<file path="src/rtl/tri_sum_unwind.sv">
// Reverse unwinder for the nested triangular-sum accumulator: loads a final
// (k, i) pair and walks the outer/inner loops backwards until k returns to 1.
module tri_sum_unwind #(
  parameter int WIDTH   = 11,
  parameter int I_LIMIT = 60
) (
  input  logic             clk,
  input  logic             rst,
  input  logic             start,
  input  logic [WIDTH-1:0] k_in,
  input  logic [WIDTH-1:0] i_in,
  output logic [2:0]       turn,
  output logic [WIDTH-1:0] k,
  output logic [WIDTH-1:0] i,
  output logic [WIDTH-1:0] j,
  output logic             done,
  output logic             err
);

  typedef enum logic [2:0] {
    S_CHECK = 3'd0,
    S_SUB   = 3'd1,
    S_DEC   = 3'd2,
    S_DONE  = 3'd3,
    S_ERR   = 3'd4,
    S_IDLE  = 3'd5
  } state_t;

  localparam logic [WIDTH-1:0] LIMIT = WIDTH'(I_LIMIT);
  localparam logic [WIDTH-1:0] ONE   = WIDTH'(1);

  state_t           turn_q, turn_d;
  logic [WIDTH-1:0] k_q, k_d;
  logic [WIDTH-1:0] i_q, i_d;
  logic [WIDTH-1:0] j_q, j_d;
  logic [WIDTH-1:0] step;

  always_ff @(posedge clk) begin
    if (rst) begin
      turn_q <= S_IDLE;
      k_q    <= ONE;
      i_q    <= ONE;
      j_q    <= '0;
    end else begin
      turn_q <= turn_d;
      k_q    <= k_d;
      i_q    <= i_d;
      j_q    <= j_d;
    end
  end

  always_comb begin
    turn_d = turn_q;
    k_d    = k_q;
    i_d    = i_q;
    j_d    = j_q;
    step   = i_q - j_q;
    case (turn_q)
      S_IDLE, S_DONE, S_ERR: begin
        if (start) begin
          k_d    = k_in;
          i_d    = i_in;
          j_d    = '0;
          turn_d = S_CHECK;
        end
      end
      S_CHECK: begin
        if (i_q > LIMIT)      turn_d = S_ERR;
        else if (i_q <= ONE)  turn_d = S_DONE;
        else                  turn_d = S_DEC;
      end
      S_DEC: begin
        i_d    = i_q - ONE;
        j_d    = '0;
        turn_d = S_SUB;
      end
      S_SUB: begin
        if (j_q < i_q) begin
          // Subtracting would take k to zero or below: trap instead of wrapping.
          if (k_q <= step) begin
            turn_d = S_ERR;
          end else begin
            k_d = k_q - step;
            j_d = j_q + ONE;
          end
        end else begin
          turn_d = S_CHECK;
        end
      end
      default: turn_d = S_IDLE;
    endcase
  end

  assign turn = turn_q;
  assign k    = k_q;
  assign i    = i_q;
  assign j    = j_q;
  assign done = (turn_q == S_DONE);
  assign err  = (turn_q == S_ERR);

endmodule

</file>
<file path="config.mk">
export PLATFORM = sky130hd
export DESIGN_NAME = tri_sum_unwind
export DESIGN_NICKNAME = d
export VERILOG_FILES = /design/src/rtl/tri_sum_unwind.sv
export SDC_FILE = /design/constraint.sdc
export NUM_CORES = 1
export LEC_CHECK = 0
export ABC_AREA = 1
export BUFFER_PORTS_ARGS = -buffer_cell sky130_fd_sc_hd__buf_4
export CELL_PAD_IN_SITES_DETAIL_PLACEMENT = 1
export CELL_PAD_IN_SITES_GLOBAL_PLACEMENT = 1
export CORE_MARGIN = 3
export CORE_UTILIZATION = 42
export DETAILED_ROUTE_END_ITERATION = 7
export HOLD_SLACK_MARGIN = 0.08
export PLACE_DENSITY = 0.95
export REMOVE_ABC_BUFFERS = 1
export SLEW_MARGIN = 20
export SYNTH_ARGS = -nofsm -noshare
export SYNTH_HDL_FRONTEND = slang
export SYNTH_SLANG_ARGS = --single-unit
export TNS_END_PERCENT = 20
</file>
<file path="constraint.sdc">
create_clock -name clk -period 4.71 [get_ports clk]
set_input_delay 0.471 -clock clk [delete_from_list [all_inputs] [get_ports clk]]
set_output_delay 0.471 -clock clk [all_outputs]
set_load 0.02 [all_outputs]
</file>
==> reports/results.ini <==
[global_routing]
grt_max_degree = 25
overflow = 0
grt_pass1_wl_microns = 19100
grt_usage = 0.266
grt_pass1_vias = 3958
antenna_found_initial = 0

[floorplan]
initial_utilization = 0.447
core_sq_um = 7490
die_w_microns = 95.3
dieArea_sq_um = 9080
ioPinCount = 63
rows = 31
fp.dieH_microns = 95.3

[timing]
fin_crit_sh = 0.835
setup-violations-final = 0
timing.fmax_mhz = 254
slew_headroom = 0.434
fin_skew_ns = 0.0134
worstMarginPinSlew_ns = 0.849
hold_violations = 0
drv_slew = 0
period_needed_ns = 3.93
worst_slack_ns = 0.777
rsz0062_at_grt = no
fin_tns_setup_ns = 0
hold_ws_ns = 0.444

[worst_setup_path]
crit_path_top_delay_cell = fa_1
rr_endpoint = j[2]
worstRegToRegCells = 21
path_cells = inv_1, ha_1, fa_1, nor3_1, nor2_1, o21ai_0, a21boi_0, xor2_1, ha_1, nand2_1, inv_1, nand2_1, nor2_1, nand2_1, nand3_2, nand2_2, a21oi_4, nand2_4, clkinv_2, nor2_1, nor2_1
crit_type = register to register
critPathCaptureType = register
r2r_start = i[0]
crit_top_cell = nor2_1
cp_data_arrival_time_ns = 4.16
r2r_slack_ns = 0.78
crit_path_start_kind = register
worstPathMaxFanout = 12
crit_required_ns = 4.94
cpPeakStageDelay_ns = 0.43

[clocking]
cts_buffers = 5
cts_resized = 0
cts_sinks = 36
post_cts_buffers = 0
cts_tree = built
cts.clk_slew.worst_paths_ns = 0.09
htree_num_levels = 2
postCtsHoldBufs = 0
cts-root-buf = clkbuf_8
cts.path.max_buffers = 2
clock_latency_ns = 0.30

[synthesis]
synthAdderAreaFrac = 0.105
avgSynthCellArea_sq_um = 6.34
synth_warnings = 0
yosys-top-cells-count = 130 x nand2_1, 73 x nor2_1, 58 x inv_1
synthSimpleGateAreaFrac = 0.399
synthTopCellsByArea = dfxtp_1 22%, nand2_1 15%, ha_1 9.3%
synth_top_cell_by_area = dfxtp_1
synth_top_family_by_area = simple AND/OR/NAND/NOR gates
synth_edf_count = 0
synth_seq_cells = 36
yosysMostFrequentCell = nand2_1
synthFlopType = dfxtp_1
yosys.area.top_type_share = 0.215
synthMuxAreaShare = 0.00598
syn_area_sq_um = 3350
synth_compound_area_frac = 0.133
synth_xor_area_frac = 0.0393
async_reset_ff_frac = 0
yosysSeqAreaShare = 0.215
yosysUniqueCellTypes = 48
synth_cells = 528

[route]
wire_per_inst_microns = 17.4
drt_wl_total_microns = 11900
vias_per_cell = 5.63
dr.pass1.iters = 5
first_iter_violations = 172
ant_nets = 0
drc = 0
vias = 3852

[cells_and_area]
fin_util = 0.527
final_cell_area_sq_um = 3950
diodes = 0
areaGrowthSynthToFinish_pct = 18.0
drive_gt1_frac = 0.176
fin_nets = 637

[hold_path]
holdPathEnd = i[2]
hp-class = input port to register
min-delay-start = i_in[2]
min_path_cells = 3

[placement]
dpl_cell_area_sq_um = 3850
place.gp.congestion = 0.971
place.port_buffers = 62
dp_hpwl_microns = 9420
pre_cts_ws_ns = 0.814

[power]
vdd_ir_drop_max_uv = 345
power_density_nw_per_um2 = 795
p_leak_uw = 0.00198

[run_status]
status = completed

[job]
max_cap_violations = 0

==> sequential cells by signal, indices dropped and copies added, names as in the netlist <==
name  count
j        11
k        11
turn      3
i        11
==> where the power goes <==
| part | total, uW | switching, uW | internal (uW) |
|---|---|---|---|
| Clock | 252 | 121 | 131 |
| Sequential | 530 | 134 | 396 |
| Combinational | 2360 | 1540 | 819 |
==> worst max path at each step <==
stage	startpoint	to	slack (ns)	cells past startpoint
finish	i[0]	j[2]	0.78	21
global route	i[0]	j[0]	0.49	21
CTS	i[0]	j[2]	0.78	21
detailed placement	i[0]	j[2]	0.81	21
global placement	i[0]	j[9]	1.16	21
floorplan	i[0]	j[9]	1.24	21
==> per-layer routing <==
layer  vias to the layer above  part of all wire  track usage  routed length [microns]
li1                       1846                 -            -                        -
met3                        24             0.054       0.0418                      642
met2                       128              0.49        0.476                     5880
met4                         0             0.022       0.0853                      262
met1                      1854              0.43        0.322                     5090
met5                         -                 0            0                        0
==> worst max-delay path, delay by kind of cell (launching register included) <==
kind	cells	cell delay, ns
AOI/OAI and AO/OA	3	0.82
DFF	1	0.42
adders and majority gates	3	1.03
and+or+nand+nor	11	1.08
xor gates and xnor gates	1	0.17
buffers and inverters	3	0.35
==> stage by stage <==
stage,std cells,power [uW]
after floorplan,515,2160
after global placement,677,2730
after detailed placement,677,2850
after CTS,684,3120
after global routing,684,3420
final,684,3140
==> area by class of cell <==
class,count,area (sq um)
inverters,66,249
multi-input cells,413,2290
clock buffers,7,96.3
repair buffers,63,473
fillers,1059,3540
flip-flops and latches,36,721
well taps,99,124
==> cells by family (layout without fill, tap and decap cells) <==
| group | count (synthesis) | count (layout) |
|---|---|---|
| AOI/OAI and AO/OA | 72 | 72 |
| buffers and inverters | 79 | 136 |
| DFF | 36 | 36 |
| and+or+nand+nor | 297 | 297 |
| adders and majority gates | 27 | 27 |
| muxes | 2 | 2 |
| xor gates and xnor gates | 15 | 15 |
==> cell usage in the layout, fill, tap and decap left out, types with 3 or more instances in the layout <==
cell      synthesis  layout
clkbuf_8          0       7
nand3_1          46      46
inv_2             6       6
xor2_1           10      10
dfxtp_1          36      36
nand3_2           5       5
nand2_1         130     130
ha_1             25      25
o211ai_1          4       4
nand3b_1          4       4
nand2_2           9       9
o21ai_0          17      17
nor2_1           73      73
o21a_1            3       3
buf_4             2      63
xnor2_1           5       5
nand4_1          11      11
nor3_1            8       8
a21oi_2           3       3
a31oi_1           4       4
inv_1            58      58
a21oi_1          27      27
Note: power is estimated with default switching activity, not from simulation.
